$ cat config.mk
export PLATFORM = sky130hd
export DESIGN_NAME = tlb_ctl
export DESIGN_NICKNAME = d
export VERILOG_FILES = /design/src/rtl/tlb_ctl.sv
export SDC_FILE = /design/constraint.sdc
export NUM_CORES = 1
export LEC_CHECK = 0
export CAP_MARGIN = 20
export CORE_MARGIN = 2
export CORE_UTILIZATION = 46
export CTS_CLUSTER_DIAMETER = 60
export DETAILED_ROUTE_END_ITERATION = 8
export SLEW_MARGIN = 20
export SYNTH_ARGS = -nofsm -noshare
export SYNTH_HDL_FRONTEND = slang
export SYNTH_SLANG_ARGS = --single-unit
$ cat constraint.sdc
create_clock -name b_clk_l -period 5.3 [get_ports b_clk_l]
set_input_delay 1.59 -clock b_clk_l [delete_from_list [all_inputs] [get_ports b_clk_l]]
set_output_delay 1.59 -clock b_clk_l [all_outputs]
set_load 0.02 [all_outputs]
$ cat src/rtl/tlb_ctl.sv
// Sequencer for the two-group translation buffer: lookup, fill, invalidate-one, invalidate-all.
// Latency: lookup/fill/inv-one 2 cycles to done_h, inv-all 2**IDX_W+1 cycles. Requests are held levels, no stall.
// Optional TLB_PERR_RETRY_EN: parity faults invalidate the entry and report a miss instead of a machine check.
module tlb_ctl #(
    parameter int IDX_W      = 8,
    parameter int PERR_CNT_W = 4
) (
    input  logic                  b_clk_l,
    input  logic                  init_l,
    input  logic                  lookup_req_h,
    input  logic                  fill_req_h,
    input  logic                  inv_one_req_h,
    input  logic                  inv_all_req_h,
    input  logic [IDX_W-1:0]      index_h,
    input  logic                  diag_force_pe_h,
    input  logic [1:0]            tb_hit_out_h,
    input  logic [1:0]            tb_tag_perr_h,
    input  logic                  tb_data_perr_h,
    output logic [1:0]            tb_grp_wr_h,
    output logic [1:0]            tb_hit_h,
    output logic                  tb_output_ena_l,
    output logic                  pte_check_l,
    output logic                  force_tb_pe_l,
    output logic                  inv_active_h,
    output logic [IDX_W-1:0]      inv_index_h,
    output logic                  clear_valid_h,
    output logic                  busy_h,
    output logic                  done_h,
    output logic                  miss_h,
    output logic                  mchk_h,
    output logic [PERR_CNT_W-1:0] perr_cnt_h
);
    localparam int N_ENT = 2**IDX_W;

    typedef enum logic [2:0] {IDLE, LOOKUP, FILL, INV_ONE, INV_ALL} state_t;

    state_t           state;
    logic [N_ENT-1:0] lru;
    logic [IDX_W-1:0] idx_q;
`ifdef TLB_PERR_RETRY_EN
    logic             retry_q;
`endif

    logic hit_one, hit_grp, fault, victim;

    // Tag parity only matters on a group that actually hit.
    assign hit_one = tb_hit_out_h[0] ^ tb_hit_out_h[1];
    assign hit_grp = tb_hit_out_h[1];
    assign fault   = (&tb_hit_out_h) | (|(tb_tag_perr_h & tb_hit_out_h)) | tb_data_perr_h;
    assign victim  = ~lru[index_h];

    always_ff @(posedge b_clk_l) begin
        if (!init_l) begin
            state           <= IDLE;
            lru             <= '0;
            idx_q           <= '0;
`ifdef TLB_PERR_RETRY_EN
            retry_q         <= 1'b0;
`endif
            tb_grp_wr_h     <= 2'b00;
            tb_hit_h        <= 2'b00;
            tb_output_ena_l <= 1'b1;
            pte_check_l     <= 1'b1;
            force_tb_pe_l   <= 1'b1;
            inv_active_h    <= 1'b0;
            inv_index_h     <= '0;
            clear_valid_h   <= 1'b0;
            busy_h          <= 1'b0;
            done_h          <= 1'b0;
            miss_h          <= 1'b0;
            mchk_h          <= 1'b0;
            perr_cnt_h      <= '0;
        end else begin
            force_tb_pe_l <= ~diag_force_pe_h;
            done_h        <= 1'b0;
            mchk_h        <= 1'b0;
            case (state)
                IDLE: begin
                    // Skip the done cycle so a still-held request is not taken twice.
                    if (!done_h) begin
                        if (inv_all_req_h) begin
                            state         <= INV_ALL;
                            busy_h        <= 1'b1;
                            inv_active_h  <= 1'b1;
                            clear_valid_h <= 1'b1;
                            tb_grp_wr_h   <= 2'b11;
                            inv_index_h   <= '0;
                        end else if (inv_one_req_h) begin
                            state         <= INV_ONE;
                            busy_h        <= 1'b1;
                            clear_valid_h <= 1'b1;
                            tb_grp_wr_h   <= 2'b11;
                            lru[index_h]  <= 1'b0;
                            idx_q         <= index_h;
                        end else if (fill_req_h) begin
                            state         <= FILL;
                            busy_h        <= 1'b1;
                            pte_check_l   <= 1'b0;
                            tb_grp_wr_h   <= {victim, ~victim};
                            lru[index_h]  <= victim;
                            idx_q         <= index_h;
                        end else if (lookup_req_h) begin
                            state           <= LOOKUP;
                            busy_h          <= 1'b1;
                            tb_output_ena_l <= 1'b0;
                            idx_q           <= index_h;
                        end
                    end
                end
                LOOKUP: begin
                    tb_output_ena_l <= 1'b1;
                    tb_hit_h        <= tb_hit_out_h;
                    if (fault) begin
                        if (!(&perr_cnt_h))
                            perr_cnt_h <= perr_cnt_h + 1'b1;
`ifdef TLB_PERR_RETRY_EN
                        state         <= INV_ONE;
                        clear_valid_h <= 1'b1;
                        tb_grp_wr_h   <= 2'b11;
                        lru[idx_q]    <= 1'b0;
                        retry_q       <= 1'b1;
`else
                        state  <= IDLE;
                        busy_h <= 1'b0;
                        done_h <= 1'b1;
                        mchk_h <= 1'b1;
                        miss_h <= 1'b0;
`endif
                    end else begin
                        state  <= IDLE;
                        busy_h <= 1'b0;
                        done_h <= 1'b1;
                        miss_h <= ~hit_one;
                        if (hit_one)
                            lru[idx_q] <= hit_grp;
                    end
                end
                FILL: begin
                    state       <= IDLE;
                    busy_h      <= 1'b0;
                    done_h      <= 1'b1;
                    miss_h      <= 1'b0;
                    tb_grp_wr_h <= 2'b00;
                    pte_check_l <= 1'b1;
                end
                INV_ONE: begin
                    state         <= IDLE;
                    busy_h        <= 1'b0;
                    done_h        <= 1'b1;
                    tb_grp_wr_h   <= 2'b00;
                    clear_valid_h <= 1'b0;
`ifdef TLB_PERR_RETRY_EN
                    miss_h        <= retry_q;
                    retry_q       <= 1'b0;
`else
                    miss_h        <= 1'b0;
`endif
                end
                INV_ALL: begin
                    lru[inv_index_h] <= 1'b0;
                    if (&inv_index_h) begin
                        state         <= IDLE;
                        busy_h        <= 1'b0;
                        done_h        <= 1'b1;
                        miss_h        <= 1'b0;
                        inv_active_h  <= 1'b0;
                        clear_valid_h <= 1'b0;
                        tb_grp_wr_h   <= 2'b00;
                        inv_index_h   <= '0;
                    end else begin
                        inv_index_h <= inv_index_h + 1'b1;
                    end
                end
                default: state <= IDLE;
            endcase
        end
    end
endmodule

* Yosys cells after proc, flatten, opt, wreduce, memory -nomap -nowiden
Index checks and enable logic that the tools add are counted.
Widths: inputs -> output; s select.
** Word-level totals
- Flip-flop bits (word level) :: 292
- Word-level logic and storage cells :: 155
- Input bits :: 20
** Operators by class
- Bitwise logic cells :: 14
- Reduce and logical (&&, ||, !) cells :: 32
- Muxes and demuxes :: 67
- Equality and inequality tests :: 18
- Add/subtract/negate cells :: 2
- Magnitude comparators :: 6
** Operator list (number)
- $mux 256 :: 6
- $pmux 256 s3 :: 1
- $and 256x256->256 :: 2
- $bwmux 256 :: 2
- $not 256->256 :: 2
- $mux 8 :: 6
- $lt 8x9->1 const B :: 3
- $mux 1 :: 27
- $demux 1 s8 :: 3
- $ge 8x1->1 const B :: 3
- $reduce_and 4->1 :: 6
- $ne 2x2->1 const B :: 10
- $mux 3 :: 6
- $reduce_bool 3->1 :: 6
- $pmux 8 s2 :: 1
- $reduce_and 6->1 :: 2
- $mux 2 :: 5
- $pmux 1 s3 :: 3
- $reduce_and 3->1 :: 3
- $add 8x1->8 const B :: 1
- $bmux 1 s8 :: 1
- $pmux 1 s2 :: 4
- $reduce_and 8->1 :: 1
- $eq 3x2->1 const B :: 2
- other kinds (19) :: 33

* Depth between registers and ports, before layout
- Word-level depth :: 10
- Gate-level depth with buffers :: 13
- Mapped depth without buffers :: 9

* Least setup slack after synthesis
No wires, ideal clock.
- Path type :: input to register
- Start point :: input index_h[3]
- End point :: register with a tool-made name
- Slack :: 1.077 ns
- Stages on the path :: 12
- Data arrival time :: 4.164 ns
- Cells stage by stage :: buf_2 -> clkbuf_1 -> mux4_2 -> mux4_2 -> nor2_1 -> o31ai_1 -> nor2_1 -> a32oi_4 -> buf_4 -> buf_4 -> o41ai_2 -> a22o_1
** RTL lines
- from (decl) :: RTL line 14 : input logic [IDX_W-1:0] index_h,

==> results <==
- In this run the clock root is driven by a sky130_fd_sc_hd__clkbuf_16.
- Of the cells placed in the final design, the portion with a size suffix greater than 1 is 12.2%.
- The most used flip-flop cell after synthesis is sky130_fd_sc_hd__dfxtp_1.
- STA puts the critical path data arrival time at 4990 ps.
- After technology mapping, the gate count stands at 3,928.
- The ratio of total power to cell area is 273 mW/mm^2.
- The reg-to-reg critical path startpoint is state[2].
- Static timing analysis puts the maximum clock frequency at 226 MHz.
- The flow ran to the end, and the final reports show no timing, DRC or antenna violations.
- Clock tree synthesis found a total of 292 sinks.
- Measured along the y axis, the die boundary spans 252 um.
- The post-cts gate resize count is 0.
- In this run the worst hold path is classified as register to register.
- The hold violation count in the final report is 0.
- Data on the critical path is required at its endpoint by 5850 ps.
- The via count of the first global-routing pass is 29,300.
- The final clock period utilization by the worst path is 83.6%.
- Averaged over all synthesized cells, the footprint is 7.18 um^2.
- Setup violations remaining at the end of the flow were counted as 0.
- By startpoint and endpoint, the worst setup path is classified as input port to register.
- The sequential share of power is 29.6%.
- TritonCTS built the clock tree.
- The overall routing resource usage is 39.7%.
- The tool flagged a number of max-cap violations equal to 0.
- The startpoint of the most critical hold path is tb_hit_h[0].
- For this run, asynchronously set or reset flops after synthesis account for 0%.
- The maximum number of pins on one net before global-route repair is 191.
- The worst setup path is launched from an input port.
- The worst hold path was traced through 2 stages.
- The share of total power dissipated in combinational logic is 33.7%.
- The cell row count is 90.
- The clock passes through at most 3 buffers.
- Setup repair after global routing left no endpoint under its margin.
- The maximum vdd ir drop is 0.262 mV.
- Counting every net in the synthesized netlist gives 3,954.
- The initial antenna violation count came to 2.
- The synthesized design contains 0 enable-type register cells.
- The total core area is 0.0605 mm^2.
- For the pin with the worst max-slew slack, the measured transition is 1320 ps.
- The synthesis-stage register bit count is 292.
- The die covers 0.0633 mm^2.
- Of all nets on the critical path, the largest fanout is 40.
- Once layout is done, the placed cells without fillers occupy 0.0312 mm^2.
- The switching share of total power is 40.8%.
- The cell-internal power is 5.05 mW.
- The latest clock arrival within the worst-skew pair is 620 ps.
- The H-tree was split into 2 levels.
- The final clock skew is 19.9 ps.
- Yosys mapped the design onto 57 distinct sky130hd cell types.
- The relative max-transition margin is 11.9%.
- Dividing the detail-routed wire length by the instance count gives 28.8 um.
- The placed instances occupy a cell area of 0.0296 mm^2.
- STA classifies the critical path endpoint as a register.
- The number of buffers inserted by post-CTS setup repair is 0.
- The reported leakage power is 10.4 nW.
- The count of port buffers added during placement is 44.
- The layout overhead on the synthesized area is 10.6%.
- The number of hold buffers added after CTS was 0.
- The count of nets left with antenna violations once routing finished came out at 0.
- The number of vias per cell after detailed routing is 7.22.
- The floorplan step set the die width to 252 um.
- The number of ports placed on the die boundary is 45.
- The number of warning messages in the yosys log is 0.
- The effective utilization at floorplan is 46.6%.
- The worst-case hold path end point is tb_hit_h[0].
- The routed design has 131,000 um of wire.
- The total congestion overflow after global routing is 0.
- After legalization and detailed placement, the total HPWL measured 74,300 um.
- The final number of max-transition violations is 0.
- The pre-antenna-repair detailed-routing pass consisted of 7 iterations.
- For this block, the initial DRC count from the detailed router was 5,451.
- Clock tree synthesis inserted a total of 46 buffers.
- The congestion estimate from routability-driven global placement came to 1.00.
- Summing every instance area after synthesis gives 0.0282 mm^2.
- Summed over all failing endpoints, the final setup total negative slack is 0 ps.
- The net count reported at finish is 3,748.
- The global-route wire length before repair is 194,000 um.
- Clock-pin slew was measured on the worst setup and hold paths at 60 ps.
- Measured in cells, the most critical reg-to-reg path has a length of 9.
- For this run, the register share of the synthesized area comes to 20.7%.
- The share of total power dissipated in the clock network is 36.7%.
- The power spent charging and discharging nets is 3.48 mW.
- In this run the register-to-register setup slack is 1710 ps.
- The worst path needs 4430 ps of the cycle, external delays included.
- For this run, design rule violations remaining after detail routing come to 0.
- Detailed routing inserted a total of 32,800 vias.
[worst max-delay path: stages]
cell and delay, ps:
sky130_fd_sc_hd__buf_4 310, sky130_fd_sc_hd__buf_4 440, sky130_fd_sc_hd__mux4_2 600, sky130_fd_sc_hd__mux2i_1 330
sky130_fd_sc_hd__buf_4 200, sky130_fd_sc_hd__a21oi_1 70, sky130_fd_sc_hd__o211ai_1 190, sky130_fd_sc_hd__a32oi_4 210
sky130_fd_sc_hd__buf_12 260, sky130_fd_sc_hd__buf_12 200, sky130_fd_sc_hd__o41ai_1 360, sky130_fd_sc_hd__a22o_1 200
[power groups by stage]
| stage | Combinational [mW] | Clock, mW | Sequential [mW] |
|---|---|---|---|
| 6_report | 2.88 | 3.13 | 2.52 |
| 3_5_place_dp | 2.75 | 0 | 2.56 |
| 2_1_floorplan | 1.90 | 0 | 2.50 |
| 4_1_cts | 2.76 | 3.12 | 2.51 |
| 5_1_grt | 3.04 | 3.21 | 2.54 |
| 3_3_place_gp | 2.74 | 0 | 2.56 |
[synthesized netlist by cell type (24+ instances only)]
cell                         n  share of area (%)
sky130_fd_sc_hd__a311oi_1   28               0.87
sky130_fd_sc_hd__buf_2      24               0.43
sky130_fd_sc_hd__o31ai_1   186                5.0
sky130_fd_sc_hd__o41ai_1    86                2.7
sky130_fd_sc_hd__a21oi_1   413                7.3
sky130_fd_sc_hd__dfxtp_1   292                 21
sky130_fd_sc_hd__a22o_1    184                5.7
sky130_fd_sc_hd__clkbuf_1  393                5.2
sky130_fd_sc_hd__nor3_1     26               0.46
sky130_fd_sc_hd__a21o_1    157                4.2
sky130_fd_sc_hd__nor2b_1    25               0.55
sky130_fd_sc_hd__buf_1      28               0.37
sky130_fd_sc_hd__o21ai_0   446                7.9
sky130_fd_sc_hd__nand2_1   495                6.6
sky130_fd_sc_hd__mux2i_1   232                8.2
sky130_fd_sc_hd__nor2_1    287                3.8
sky130_fd_sc_hd__o41ai_2   100                5.8
sky130_fd_sc_hd__nand3_1   300                5.3
sky130_fd_sc_hd__mux4_2     52                4.2
[cell usage in the layout (no fill, tap or decap), types with 6 or more instances in the layout]
cell                              count
sky130_fd_sc_hd__a21boi_0             8
sky130_fd_sc_hd__a21o_1             157
sky130_fd_sc_hd__a21oi_1            412
sky130_fd_sc_hd__a22o_1             184
sky130_fd_sc_hd__a22oi_1             12
sky130_fd_sc_hd__a311oi_1            28
sky130_fd_sc_hd__and2_1              15
sky130_fd_sc_hd__buf_12              31
sky130_fd_sc_hd__buf_4              134
sky130_fd_sc_hd__clkbuf_1             8
sky130_fd_sc_hd__clkbuf_16           49
sky130_fd_sc_hd__clkbuf_8             8
sky130_fd_sc_hd__clkdlybuf4s50_1     38
sky130_fd_sc_hd__clkinv_2            10
sky130_fd_sc_hd__dfxtp_1            292
sky130_fd_sc_hd__ha_1                 6
sky130_fd_sc_hd__inv_1                6
sky130_fd_sc_hd__mux2_2               6
sky130_fd_sc_hd__mux2i_1            232
sky130_fd_sc_hd__mux4_2              52
sky130_fd_sc_hd__nand2_1            492
sky130_fd_sc_hd__nand2b_1            19
sky130_fd_sc_hd__nand3_1            298
sky130_fd_sc_hd__nand4_1              8
sky130_fd_sc_hd__nor2_1             275
sky130_fd_sc_hd__nor2_2              11
sky130_fd_sc_hd__nor2b_1             25
sky130_fd_sc_hd__nor3_1               6
sky130_fd_sc_hd__nor3_2              15
sky130_fd_sc_hd__o21ai_0            445
sky130_fd_sc_hd__o22ai_1             12
sky130_fd_sc_hd__o31ai_1            186
sky130_fd_sc_hd__o41ai_1             86
sky130_fd_sc_hd__o41ai_2            100
sky130_fd_sc_hd__xor2_1               7
[logic make-up after synthesis]
group | share of synthesized area [%]
flip-flops | 20.7
adder cells (fa/ha/maj) | 0.266
buffers and inverters | 6.66
AND/OR/NAND/NOR | 18.3
XOR/XNOR | 0.280
AO/OA/AOI/OAI | 41.1
multiplexers | 12.6
[how the worst max path moves through the flow]
| stage | from | endpoint | slack, ps | cells past startpoint |
|---|---|---|---|---|
| finish | index_h[1] | register | 870 | 12 |
| global route | index_h[3] | register | 790 | 12 |
| CTS | index_h[1] | register | 970 | 12 |
| detailed placement | index_h[1] | register | 370 | 12 |
| global placement | index_h[2] | register | 430 | 10 |
| floorplan | index_h[3] | register | 1080 | 12 |
[stage by stage]
step	hold WS, ps	utilization (%)	power, mW	worst slack, ps	std cells
floorplan	494	-	4.39	1080	3928
detailed placement	461	49.0	5.31	373	4454
global route	494	51.6	8.79	788	4537
finish	465	51.6	8.53	868	4540
global placement	457	49.0	5.30	433	4453
CTS	469	51.5	8.39	969	4535
[layer usage]
layer / vias up / routed length, um / global-route usage (%)
met5: - / 13 / 0
met4: 2 / 8920 / 23.8
met3: 562 / 17700 / 10.8
met2: 2628 / 53800 / 56.6
met1: 15200 / 50200 / 53.0
li1: 14400 / - / -
[layout make-up]
cell class              count  area [um^2]
repair buffers            210         2110
well taps                 782          978
fillers                  5876        29300
inverters                   7         26.3
clock inverters            17          150
clock buffers              64         1350
multi-input cells        3165        20700
flip-flops and latches    292         5850
diodes                      3         7.51
(Power assumes the default switching activity.)
